`config.mk`:
```
export PLATFORM = sky130hd
export DESIGN_NAME = image_processing_accelerator_flat
export DESIGN_NICKNAME = d
export VERILOG_FILES = /design/src/rtl/image_processing_accelerator_if.sv /design/src/rtl/image_processing_accelerator.sv /design/src/flat_wrapper.sv
export SDC_FILE = /design/constraint.sdc
export NUM_CORES = 1
export LEC_CHECK = 0
export CAP_MARGIN = 25
export CORE_ASPECT_RATIO = 1.25
export CORE_MARGIN = 2
export CORE_UTILIZATION = 40
export CTS_CLUSTER_DIAMETER = 80
export CTS_CLUSTER_SIZE = 16
export DETAILED_ROUTE_END_ITERATION = 16
export PLACE_DENSITY = 0.57
export SETUP_SLACK_MARGIN = 0.1
export SLEW_MARGIN = 5
export SYNTH_ARGS = -nofsm -noshare
export SYNTH_HDL_FRONTEND = slang
export SYNTH_SLANG_ARGS = --single-unit
```
`constraint.sdc`:
```
create_clock -name clk -period 6.5 [get_ports clk]
set_clock_uncertainty 0.15 [all_clocks]
set_input_delay 1.3 -clock clk [delete_from_list [all_inputs] [get_ports clk]]
set_output_delay 1.3 -clock clk [all_outputs]
set_load 0.01 [all_outputs]
```
`src/rtl/image_processing_accelerator_if.sv`:
```
// Bundle of the accelerator's streaming signals: two input slaves and one output master.
//   slv0_* / slv1_* : mode, data_valid, proc_val, data in; ready out (from the accelerator)
//   mstr0_*         : data, data_valid[1:0], cmplt out; ready in (from downstream)
// Modport 'slave' is the accelerator's view; modport 'master' is the environment's view.
interface image_processing_accelerator_if #(
    parameter int unsigned DATA_WIDTH = 32,
    parameter int unsigned COLOR_SIZE = 8
) ();
    logic [1:0]            slv0_mode;
    logic                  slv0_data_valid;
    logic [COLOR_SIZE-1:0] slv0_proc_val;
    logic [DATA_WIDTH-1:0] slv0_data;
    logic                  slv0_ready;

    logic [1:0]            slv1_mode;
    logic                  slv1_data_valid;
    logic [COLOR_SIZE-1:0] slv1_proc_val;
    logic [DATA_WIDTH-1:0] slv1_data;
    logic                  slv1_ready;

    logic                  mstr0_cmplt;
    logic                  mstr0_ready;
    logic [DATA_WIDTH-1:0] mstr0_data;
    logic [1:0]            mstr0_data_valid;

    modport slave (
        input  slv0_mode, slv0_data_valid, slv0_proc_val, slv0_data,
        output slv0_ready,
        input  slv1_mode, slv1_data_valid, slv1_proc_val, slv1_data,
        output slv1_ready,
        output mstr0_cmplt, mstr0_data, mstr0_data_valid,
        input  mstr0_ready
    );

    modport master (
        output slv0_mode, slv0_data_valid, slv0_proc_val, slv0_data,
        input  slv0_ready,
        output slv1_mode, slv1_data_valid, slv1_proc_val, slv1_data,
        input  slv1_ready,
        input  mstr0_cmplt, mstr0_data, mstr0_data_valid,
        output mstr0_ready
    );
endinterface

```
`src/rtl/image_processing_accelerator.sv`:
```
// Streaming BMP point-operation engine. A whole BMP file arrives as little-endian words on
// whichever slave claims the stream first; header bytes pass through, pixel bytes get a
// point operation (pass / saturating add / saturating subtract / threshold), and the result
// leaves on mstr0 with one cycle of latency. mstr0_cmplt pulses once the last word has left.
//   clk   : system clock, rising edge
//   rst_n : asynchronous active-low reset
//   bus   : slave modport carrying slv0_*, slv1_* and mstr0_* signals
module image_processing_accelerator #(
    parameter int unsigned DATA_WIDTH = 32,
    parameter int unsigned COLOR_SIZE = 8
) (
    input logic                          clk,
    input logic                          rst_n,
    image_processing_accelerator_if.slave bus
);
    localparam int unsigned NumBytes = DATA_WIDTH / 8;
    localparam int unsigned OpW      = COLOR_SIZE + 9;
    localparam logic [OpW-1:0] ByteMax = OpW'(255);

    typedef enum logic [1:0] {StIdle, StHdr, StPix, StDone} state_e;

    state_e                state_q, state_d;
    logic                  owner_q, owner_d;       // 0: slv0, 1: slv1
    logic [31:0]           byte_cnt_q, byte_cnt_d;
    logic [31:0]           file_size_q, file_size_d;
    logic [31:0]           data_offset_q, data_offset_d;
    logic                  last_acc_q, last_acc_d; // last word taken, stop accepting
    logic [DATA_WIDTH-1:0] out_data_q, out_data_d;
    logic [1:0]            out_valid_q, out_valid_d;

    logic                  own_valid;
    logic [1:0]            own_mode;
    logic [COLOR_SIZE-1:0] own_pv;
    logic [DATA_WIDTH-1:0] own_data;
    logic                  can_accept, accept;

    logic [31:0]           idx;
    logic [1:0]            sel;
    logic [31:0]           fs_m, off_m, eff_size;
    logic                  is_last;
    logic [DATA_WIDTH-1:0] proc_data;

    function automatic logic [7:0] point_op(input logic [1:0] mode, input logic [7:0] x,
                                            input logic [COLOR_SIZE-1:0] pv);
        logic [OpW-1:0] xe, pe, r;
        xe = OpW'(x);
        pe = OpW'(pv);
        r  = xe;
        unique case (mode)
            2'b00: r = xe;
            2'b01: begin
                r = xe + pe;
                if (r > ByteMax) r = ByteMax;
            end
            2'b10: r = (xe >= pe) ? xe - pe : '0;
            2'b11: r = (xe >= pe) ? ByteMax : '0;
            default: r = xe;
        endcase
        return r[7:0];
    endfunction

    // Owner mux; the non-owner is simply never looked at.
    assign own_valid = owner_q ? bus.slv1_data_valid : bus.slv0_data_valid;
    assign own_mode  = owner_q ? bus.slv1_mode       : bus.slv0_mode;
    assign own_pv    = owner_q ? bus.slv1_proc_val   : bus.slv0_proc_val;
    assign own_data  = owner_q ? bus.slv1_data       : bus.slv0_data;

    assign can_accept = ((state_q == StHdr) || (state_q == StPix)) && !last_acc_q &&
                        ((out_valid_q == 2'b00) || bus.mstr0_ready);
    assign accept     = can_accept && own_valid;

    assign bus.slv0_ready       = can_accept && !owner_q;
    assign bus.slv1_ready       = can_accept && owner_q;
    assign bus.mstr0_data       = out_data_q;
    assign bus.mstr0_data_valid = out_valid_q;
    assign bus.mstr0_cmplt      = (state_q == StDone);

    // Header fields can straddle the incoming word, so merge this word's header bytes into
    // the captured values before classifying its own bytes. Offsets 2..5 and 10..13 both map
    // to field byte (idx - 2) mod 4.
    always_comb begin
        idx       = '0;
        sel       = '0;
        fs_m      = file_size_q;
        off_m     = data_offset_q;
        proc_data = '0;
        for (int k = 0; k < NumBytes; k++) begin
            idx = byte_cnt_q + 32'(k);
            sel = idx[1:0] - 2'd2;
            if (idx >= 32'd2 && idx <= 32'd5) begin
                fs_m[{sel, 3'b000} +: 8] = own_data[8*k +: 8];
            end else if (idx >= 32'd10 && idx <= 32'd13) begin
                off_m[{sel, 3'b000} +: 8] = own_data[8*k +: 8];
            end
        end
        eff_size = (fs_m < 32'd14) ? 32'd14 : fs_m;
        is_last  = (eff_size <= byte_cnt_q + NumBytes);
        for (int k = 0; k < NumBytes; k++) begin
            idx = byte_cnt_q + 32'(k);
            if (idx >= eff_size) begin
                proc_data[8*k +: 8] = 8'h00;
            end else if (idx >= 32'd14 && idx >= off_m) begin
                proc_data[8*k +: 8] = point_op(own_mode, own_data[8*k +: 8], own_pv);
            end else begin
                proc_data[8*k +: 8] = own_data[8*k +: 8];
            end
        end
    end

    always_comb begin
        state_d       = state_q;
        owner_d       = owner_q;
        byte_cnt_d    = byte_cnt_q;
        file_size_d   = file_size_q;
        data_offset_d = data_offset_q;
        last_acc_d    = last_acc_q;
        out_data_d    = out_data_q;
        out_valid_d   = out_valid_q;

        if (accept) begin
            out_data_d    = proc_data;
            out_valid_d   = is_last ? 2'b10 : 2'b01;
            byte_cnt_d    = byte_cnt_q + NumBytes;
            file_size_d   = fs_m;
            data_offset_d = off_m;
            last_acc_d    = is_last;
        end else if (bus.mstr0_ready) begin
            out_valid_d = 2'b00;
        end

        unique case (state_q)
            StIdle: begin
                if (bus.slv0_data_valid) begin
                    owner_d = 1'b0;
                    state_d = StHdr;
                end else if (bus.slv1_data_valid) begin
                    owner_d = 1'b1;
                    state_d = StHdr;
                end
            end
            StHdr, StPix: begin
                if (out_valid_q == 2'b10 && bus.mstr0_ready) begin
                    state_d = StDone;
                end else if (state_q == StHdr && byte_cnt_q >= 32'd14 &&
                             byte_cnt_q >= data_offset_q) begin
                    state_d = StPix;
                end
            end
            StDone: begin
                state_d       = StIdle;
                byte_cnt_d    = '0;
                file_size_d   = '0;
                data_offset_d = '0;
                last_acc_d    = 1'b0;
                owner_d       = 1'b0;
            end
            default: state_d = StIdle;
        endcase
    end

    always_ff @(posedge clk or negedge rst_n) begin
        if (!rst_n) begin
            state_q       <= StIdle;
            owner_q       <= 1'b0;
            byte_cnt_q    <= '0;
            file_size_q   <= '0;
            data_offset_q <= '0;
            last_acc_q    <= 1'b0;
            out_data_q    <= '0;
            out_valid_q   <= 2'b00;
        end else begin
            state_q       <= state_d;
            owner_q       <= owner_d;
            byte_cnt_q    <= byte_cnt_d;
            file_size_q   <= file_size_d;
            data_offset_q <= data_offset_d;
            last_acc_q    <= last_acc_d;
            out_data_q    <= out_data_d;
            out_valid_q   <= out_valid_d;
        end
    end
endmodule

```
`src/flat_wrapper.sv`:
```
// flat-port wrapper written by rule: the top's interface ports become plain ports
module image_processing_accelerator_flat 
#(
    parameter int unsigned DATA_WIDTH = 32,
    parameter int unsigned COLOR_SIZE = 8
)
  (clk, rst_n, bus_slv0_mode, bus_slv0_data_valid, bus_slv0_proc_val, bus_slv0_data, bus_slv0_ready, bus_slv1_mode, bus_slv1_data_valid, bus_slv1_proc_val, bus_slv1_data, bus_slv1_ready, bus_mstr0_cmplt, bus_mstr0_data, bus_mstr0_data_valid, bus_mstr0_ready);
  image_processing_accelerator_if #(.DATA_WIDTH(DATA_WIDTH), .COLOR_SIZE(COLOR_SIZE)) bus_i ();
  input logic clk;
  input logic rst_n;
  input wire logic [$bits(bus_i.slv0_mode)-1:0] bus_slv0_mode;
  input wire logic [$bits(bus_i.slv0_data_valid)-1:0] bus_slv0_data_valid;
  input wire logic [$bits(bus_i.slv0_proc_val)-1:0] bus_slv0_proc_val;
  input wire logic [$bits(bus_i.slv0_data)-1:0] bus_slv0_data;
  output wire logic [$bits(bus_i.slv0_ready)-1:0] bus_slv0_ready;
  input wire logic [$bits(bus_i.slv1_mode)-1:0] bus_slv1_mode;
  input wire logic [$bits(bus_i.slv1_data_valid)-1:0] bus_slv1_data_valid;
  input wire logic [$bits(bus_i.slv1_proc_val)-1:0] bus_slv1_proc_val;
  input wire logic [$bits(bus_i.slv1_data)-1:0] bus_slv1_data;
  output wire logic [$bits(bus_i.slv1_ready)-1:0] bus_slv1_ready;
  output wire logic [$bits(bus_i.mstr0_cmplt)-1:0] bus_mstr0_cmplt;
  output wire logic [$bits(bus_i.mstr0_data)-1:0] bus_mstr0_data;
  output wire logic [$bits(bus_i.mstr0_data_valid)-1:0] bus_mstr0_data_valid;
  input wire logic [$bits(bus_i.mstr0_ready)-1:0] bus_mstr0_ready;
  assign bus_i.slv0_mode = bus_slv0_mode;
  assign bus_i.slv0_data_valid = bus_slv0_data_valid;
  assign bus_i.slv0_proc_val = bus_slv0_proc_val;
  assign bus_i.slv0_data = bus_slv0_data;
  assign bus_slv0_ready = bus_i.slv0_ready;
  assign bus_i.slv1_mode = bus_slv1_mode;
  assign bus_i.slv1_data_valid = bus_slv1_data_valid;
  assign bus_i.slv1_proc_val = bus_slv1_proc_val;
  assign bus_i.slv1_data = bus_slv1_data;
  assign bus_slv1_ready = bus_i.slv1_ready;
  assign bus_mstr0_cmplt = bus_i.mstr0_cmplt;
  assign bus_mstr0_data = bus_i.mstr0_data;
  assign bus_mstr0_data_valid = bus_i.mstr0_data_valid;
  assign bus_i.mstr0_ready = bus_mstr0_ready;
  image_processing_accelerator #(.DATA_WIDTH(DATA_WIDTH), .COLOR_SIZE(COLOR_SIZE)) u_core (.clk(clk), .rst_n(rst_n), .bus(bus_i));
endmodule
```
Word level (Yosys, flattened, before mapping)

Cells that the tools add are included.

Output and inout bits: 37
Input port bits: 89
Register bits: 134

Add/subtract/negate cells: 20
Muxes and demuxes: 68
Eq/ne operators: 9
Reductions and logical operators: 33
$lt $le $gt $ge: 39
Shift operators: 8

Operators by type and width:

| kind                   | number |
|---|---|
| $mux 32                | 20 |
| $ge 32x32->1           | 9 |
| $bwmux 32              | 8 |
| $ge 32x4->1 const B    | 8 |
| $mux 8                 | 21 |
| $ge 32x2->1 const B    | 4 |
| $le 32x3->1 const B    | 4 |
| $le 32x4->1 const B    | 4 |
| $pmux 8 s4             | 4 |
| $shift 8x7->32 const A | 4 |
| $shiftx 8x7->32        | 4 |
| $add 32x2->32 const B  | 2 |
| $add 8x8->9            | 4 |
| $gt 9x8->1 const B     | 4 |
| $add 32x1->32 const B  | 1 |
| $add 32x3->32 const B  | 1 |
| $ge 8x8->1             | 4 |
| $le 32x32->1           | 1 |
| $lt 32x4->1 const B    | 1 |
| $sub 8x8->8            | 4 |
| $neg 5->7              | 4 |
| $logic_and 1x1->1      | 20 |
| $mux 2                 | 8 |
| $eq 2x2->1 const B     | 5 |
| other kinds (13)       | 28 |

Logic depth before layout (Yosys ltp)

Depth after elaboration: 19
Gate-level depth with buffers: 22
Gate-level depth less buffers: 20

Least setup slack after synthesis

OpenSTA, ideal clock, no wires.

Path kind: register to register
Start: reg u_core.byte_cnt_q[4]
End: reg u_core.out_data_q[24], in the netlist u_core.bus.mstr0_data[24]
Path buffers: 1
Cell stages (with the launch flop): 21
Required time: 6254 ps
Setup slack: 1192 ps
Setup time: 96 ps
Data arrival time: 5063 ps
Path through: dfrtp_1 > buf_2 > nor4_2 > nand4_1 > nor3_2 > mux2i_1 > nand4_1 > or4_4 > nor3_1 > o21ai_1 > and2_1 > ha_1 > o21a_1 > o21a_1 > o211ai_1 > nand2_1 > a21oi_1 > nor3_1 > nor3_1 > o211ai_1 > o31ai_1

Cells in the longest elaborated chain, start to end: 17
Elaborated cells on any way between the ends: 53
Those cells by class: add/sub (3); order compare (20); mux (21); reduce/logical (9)

RTL lines:

| element                                                                | line                                | text |
|---|---|---|
| start: declaration                                                     | image_processing_accelerator.sv:24  | `logic [31:0] byte_cnt_q, byte_cnt_d;` |
| start signal: assignment                                               | image_processing_accelerator.sv:174 | `byte_cnt_q <= byte_cnt_d;` |
| parallel branches: the longest is 16 deep, another holds $add 32x1->32 | n/a                                 |  |
| $mux 8 (*)                                                             | image_processing_accelerator.sv:100 | `if (idx >= eff_size) begin` |
| end signal: assignment                                                 | image_processing_accelerator.sv:178 | `out_data_q <= out_data_d;` |
| end: declaration                                                       | image_processing_accelerator.sv:28  | `logic [DATA_WIDTH-1:0] out_data_q, out_data_d;` |

Mark *: on every way between the ends.
A chain may end at the register's enable or synchronous reset.

Worst setup path in the final report

Start: reg u_core.byte_cnt_q[22]
End: reg u_core.out_data_q[30], in the netlist u_core.bus.mstr0_data[30]

The elaborated chain is that of the path after synthesis.

==> results_tabular.tex <==
\begin{tabular}{lr}
\hline
Metric & Value \\
\hline
\multicolumn{2}{l}{\textbf{Synth}} \\
\quad Multiplexer fraction of the synthesized cell area & 0.0632 \\
\quad Net count after synthesis & 2575 \\
\quad Dominant cell by count in the synthesized netlist & sky130\_fd\_sc\_hd\_\_ha\_1 \\
\quad Post-synthesis share of cell area spent on full adders, half adders and majority gates & 0.235 \\
\quad Synth Area in Simple Gates & 0.196 \\
\quad Number of instances in the synthesized netlist & 2169 \\
\quad Post-synth top area cell & sky130\_fd\_sc\_hd\_\_ha\_1 \\
\quad Number of flip-flops and latches in the synthesized netlist & 132 \\
\quad Fraction of synthesized cell area taken by the top area cell type & 0.226 \\
\quad Yosys synthesis warning count & 0 \\
\quad Cell variety after synth & 77 \\
\quad Mapped Area & 17100 µm² \\
\quad Count of flip-flops with a built-in enable after synthesis & 0 \\
\quad Compound-gate portion of the synthesized area & 0.216 \\
\quad Most numerous cell types in the synthesized netlist & sky130\_fd\_sc\_hd\_\_ha\_1 (309), sky130\_fd\_sc\_hd\_\_nor2\_1 (245), sky130\_fd\_sc\_hd\_\_a21oi\_1 (196), sky130\_fd\_sc\_hd\_\_nand2\_1 (185), sky130\_fd\_sc\_hd\_\_dfrtp\_1 (132) \\
\quad Main flop type after synthesis & sky130\_fd\_sc\_hd\_\_dfrtp\_1 \\
\quad Average size of a mapped cell & 7.88 µm² \\
\quad Fraction of registers with async set/reset & 1.00 \\
\quad Dominant combinational cell family by area after synthesis & adder cells \\
\quad Synth top area cells & sky130\_fd\_sc\_hd\_\_ha\_1 (23\%), sky130\_fd\_sc\_hd\_\_dfrtp\_1 (19\%), sky130\_fd\_sc\_hd\_\_a21oi\_1 (5.7\%) \\
\quad Synthesized-area fraction occupied by xor and xnor cells & 0.0369 \\
\quad Fraction of the yosys area taken by sequential cells & 0.193 \\
\multicolumn{2}{l}{\textbf{Cells and area}} \\
\quad Finished layout cell area & 20000 µm² \\
\quad Proportion of layout cells with a drive suffix above 1 & 0.0950 \\
\quad Final antenna diode count & 0 \\
\quad Area grow syn2layout & 17.2\% \\
\quad Total Nets Final & 2688 \\
\multicolumn{2}{l}{\textbf{Clocking}} \\
\quad CTS tree & yes \\
\quad Clk Latency, worst-skew pair & 0.46 ns \\
\quad CTS HTree Levels & 4 \\
\quad Post-CTS repair timing setup buffer count & 0 \\
\quad Clock Sink Count & 132 \\
\quad Quantity of hold-fixing buffers added after cts & 0 \\
\quad Maximum clock path buffer count & 2 \\
\quad Clk Tree Root Cell & sky130\_fd\_sc\_hd\_\_clkbuf\_16 \\
\quad Inserted Clock Buffers & 17 \\
\quad Number of gates resized after cts & 0 \\
\quad Clock-pin slew on the worst setup and hold paths & 0.07 ns \\
\multicolumn{2}{l}{\textbf{Timing}} \\
\quad Transition at the pin with the smallest max-transition slack & 1.07 ns \\
\quad Min setup slack post-route & 0.589 ns \\
\quad Final Setup Violations & 0 \\
\quad Tcrit/Tclk final & 0.909 \\
\quad Total count of max-transition violations in the final report & 0 \\
\quad Max Fclk & 0.169 GHz \\
\quad Headroom to the max-slew limit & 0.269 \\
\quad Total negative slack & 0 ns \\
\quad Final hold slack & 0.333 ns \\
\quad Final Hold Vio Count & 0 \\
\quad Min Tclk post-route & 5.91 ns \\
\quad Setup repair after global routing missed its margin & no \\
\multicolumn{2}{l}{\textbf{Critical path}} \\
\quad Series of cell instances along the critical path & nor4\_2 > nand4\_1 > nor3\_2 > buf\_4 > mux2i\_1 > buf\_4 > nand2\_1 > or4\_1 > nor3\_1 > o21ai\_1 > and2\_1 > ha\_1 > o21a\_1 > o21a\_1 > o211ai\_1 > nand2\_1 > a21oi\_1 > nor3\_1 > nor3\_1 > o211ai\_1 > o31ai\_1 \\
\quad Slack of the worst reg-to-reg path & 0.59 ns \\
\quad Category of the worst setup path capture point & register \\
\quad Worst Path Class, Setup & reg -> reg \\
\quad Crit path launch type & register \\
\quad Number of gates on the worst path with buffers counted & 21 \\
\quad Stage delay of the slowest cell on the critical path & 0.60 ns \\
\quad Critical-path maximum fanout & 10 \\
\quad Cell family with most CP delay & simple AND/OR/NAND/NOR gates \\
\quad Critical Path RT & 6.72 ns \\
\quad Worst endpoint data arrival time & 6.13 ns \\
\quad Number of cells traversed by the worst register-to-register path & 21 \\
\quad Slowest stage cell on the critical path & sky130\_fd\_sc\_hd\_\_or4\_1 \\
\quad Cell occurring most often along the worst timing path & sky130\_fd\_sc\_hd\_\_nor3\_1 \\
\quad Number of buffer and inverter stages on the critical path & 2 \\
\multicolumn{2}{l}{\textbf{Power}} \\
\quad Total Power Consumption & 9.34 mW \\
\quad Maximum ir drop on the vdd rail & 0.252 mV \\
\quad Switching part of the total & 0.522 \\
\quad Clk network pwr share & 0.120 \\
\quad Cell Pwr Density & 466 nW/µm² \\
\quad Net switching power figure & 4.88 mW \\
\quad Relative contribution of combinational cells to total power & 0.746 \\
\quad Static Leakage & 9.53 nW \\
\quad Register share of total power & 0.133 \\
\quad Cell internal pwr & 4.46 mW \\
\multicolumn{2}{l}{\textbf{Placed design}} \\
\quad Placed standard-cell area & 19400 µm² \\
\quad Setup Slack @ Placement & 0.236 ns \\
\quad Final estimated routing congestion in global placement & 0.961 \\
\quad Half-perimeter wire length after detailed placement & 50500 µm \\
\quad Quantity of I/O buffers inserted on ports & 125 \\
\multicolumn{2}{l}{\textbf{Die}} \\
\quad Starting density of the core & 0.406 \\
\quad Horizontal die dimension & 189 µm \\
\quad Die extent in y & 235 µm \\
\quad I/O pins & 126 \\
\quad Die Footprint & 44400 µm² \\
\quad Std-Cell Rows & 84 \\
\quad Area of the core region & 42100 µm² \\
\multicolumn{2}{l}{\textbf{Outcome}} \\
\quad Outcome & finished clean \\
\multicolumn{2}{l}{\textbf{Hold path}} \\
\quad Class of the most critical hold timing path & reg -> reg \\
\quad Number of cells on the worst hold path & 2 \\
\multicolumn{2}{l}{\textbf{Global routing}} \\
\quad Leftover overflow at the end of global routing & 0 \\
\quad Largest net degree at the start of global routing & 91 \\
\quad Wire length of the first global-routing pass & 99000 µm \\
\quad GRT Resource Usage Total & 0.291 \\
\quad Antenna violations before repair & 1 \\
\quad Via count of the first global-routing pass & 16700 \\
\multicolumn{2}{l}{\textbf{Detailed routing}} \\
\quad DRT antenna net count & 0 \\
\quad Number of iterations in the first detailed-routing pass & 7 \\
\quad Post-detailed-route DRC marker count & 0 \\
\quad Vias post-DR & 16800 \\
\quad Ratio of routed vias to standard cells & 5.89 \\
\quad Average wire length per cell after detail routing & 22.7 µm \\
\quad Total length of routed wires & 64800 µm \\
\quad DR iter-0 viols & 1092 \\
\multicolumn{2}{l}{\textbf{Run}} \\
\quad Max-cap violation count & 0 \\
\hline
\end{tabular}
path summary, 6_finish.rpt:
kind / startpoint / endpoint
setup reg to reg: u_core.byte_cnt_q[22] / u_core.bus.mstr0_data[30]
min in group asynchronous: rst_n / u_core.bus.mstr0_data[10]
hold reg to reg: u_core.bus.mstr0_data[6] / u_core.bus.mstr0_data[6]
max in group asynchronous: rst_n / u_core.byte_cnt_q[5]
setup / recovery: u_core.byte_cnt_q[22] / u_core.bus.mstr0_data[30]
hold / removal: u_core.bus.mstr0_data[6] / u_core.bus.mstr0_data[6]
stage by stage:
stage	cells	util
finish	2854	0.476
CTS	2853	0.475
global placement	2821	0.459
detailed placement	2821	0.459
floorplan	2169	-
global route	2854	0.476
power by group through the flow:
| stage | clock network [mW] | registers [mW] | logic (mW) |
|---|---|---|---|
| finish | 1.12 | 1.24 | 6.97 |
| global route | 1.18 | 1.27 | 7.61 |
| CTS | 1.14 | 1.24 | 6.90 |
| detailed placement | 0 | 1.26 | 6.87 |
| global placement | 0 | 1.25 | 6.81 |
| floorplan | 0 | 1.26 | 4.27 |
per-layer routing:
metal | vias to the layer above | routed length, µm | GRT usage
met2 | 531 | 31500 | 0.497
met4 | 2 | 3070 | 0.144
met3 | 128 | 2970 | 0.0368
li1 | 8038 | - | -
met5 | - | 13 | 0
met1 | 8113 | 27300 | 0.359
layout make-up:
class                   instances  area, µm²
multi-input cells            1776      12800
flip-flops and latches        132       3300
repair buffers                239       2130
inverters                     116        435
well taps                     559        699
clock buffers                  17        425
fillers                      4152      22100
clock inverters                15        228
worst register-to-register path, cell delays in order (launching register included):
cell and delay [ns]:
sky130_fd_sc_hd__dfrtp_1 0.56, sky130_fd_sc_hd__nor4_2 0.33, sky130_fd_sc_hd__nand4_1 0.46, sky130_fd_sc_hd__nor3_2 0.36, sky130_fd_sc_hd__buf_4 0.25, sky130_fd_sc_hd__mux2i_1 0.22
sky130_fd_sc_hd__buf_4 0.17, sky130_fd_sc_hd__nand2_1 0.05, sky130_fd_sc_hd__or4_1 0.60, sky130_fd_sc_hd__nor3_1 0.32, sky130_fd_sc_hd__o21ai_1 0.17, sky130_fd_sc_hd__and2_1 0.19
sky130_fd_sc_hd__ha_1 0.29, sky130_fd_sc_hd__o21a_1 0.17, sky130_fd_sc_hd__o21a_1 0.18, sky130_fd_sc_hd__o211ai_1 0.16, sky130_fd_sc_hd__nand2_1 0.07, sky130_fd_sc_hd__a21oi_1 0.17
sky130_fd_sc_hd__nor3_1 0.06, sky130_fd_sc_hd__nor3_1 0.18, sky130_fd_sc_hd__o211ai_1 0.37, sky130_fd_sc_hd__o31ai_1 0.36
state kept, by name, indices dropped and copies added, names as in the netlist:
| name | count |
|---|---|
| u_core.file_size_q | 32 |
| u_core.owner_q | 1 |
| u_core.bus.mstr0_data | 32 |
| u_core.state_q | 2 |
| u_core.bus.mstr0_data_valid | 2 |
| u_core.byte_cnt_q | 30 |
| u_core.data_offset_q | 32 |
| u_core.last_acc_q | 1 |
cell families after synthesis:
logic type | count (synthesis)
fa+ha+maj | 317
flops | 132
compound gates | 584
xor+xnor | 72
mux | 104
simple gates | 699
buf+inv | 261
cell usage in the layout, fill, tap and decap left out, drive strengths merged, types with 16 or more instances in the layout:
cell / count
and3: 22
clkbuf: 17
xor2: 35
o21ai: 132
nand3: 41
inv: 119
ha: 309
dfrtp: 132
nor3: 49
a211oi: 30
mux2: 32
clkdlybuf4s50: 124
o31ai: 26
o211ai: 25
mux2i: 72
a21oi: 198
nand2: 185
a31oi: 16
buf: 115
a21o: 65
nor2: 245
nand4: 50
nor2b: 24
xnor2: 37
No activity file was read; power rests on OpenSTA's default activity.
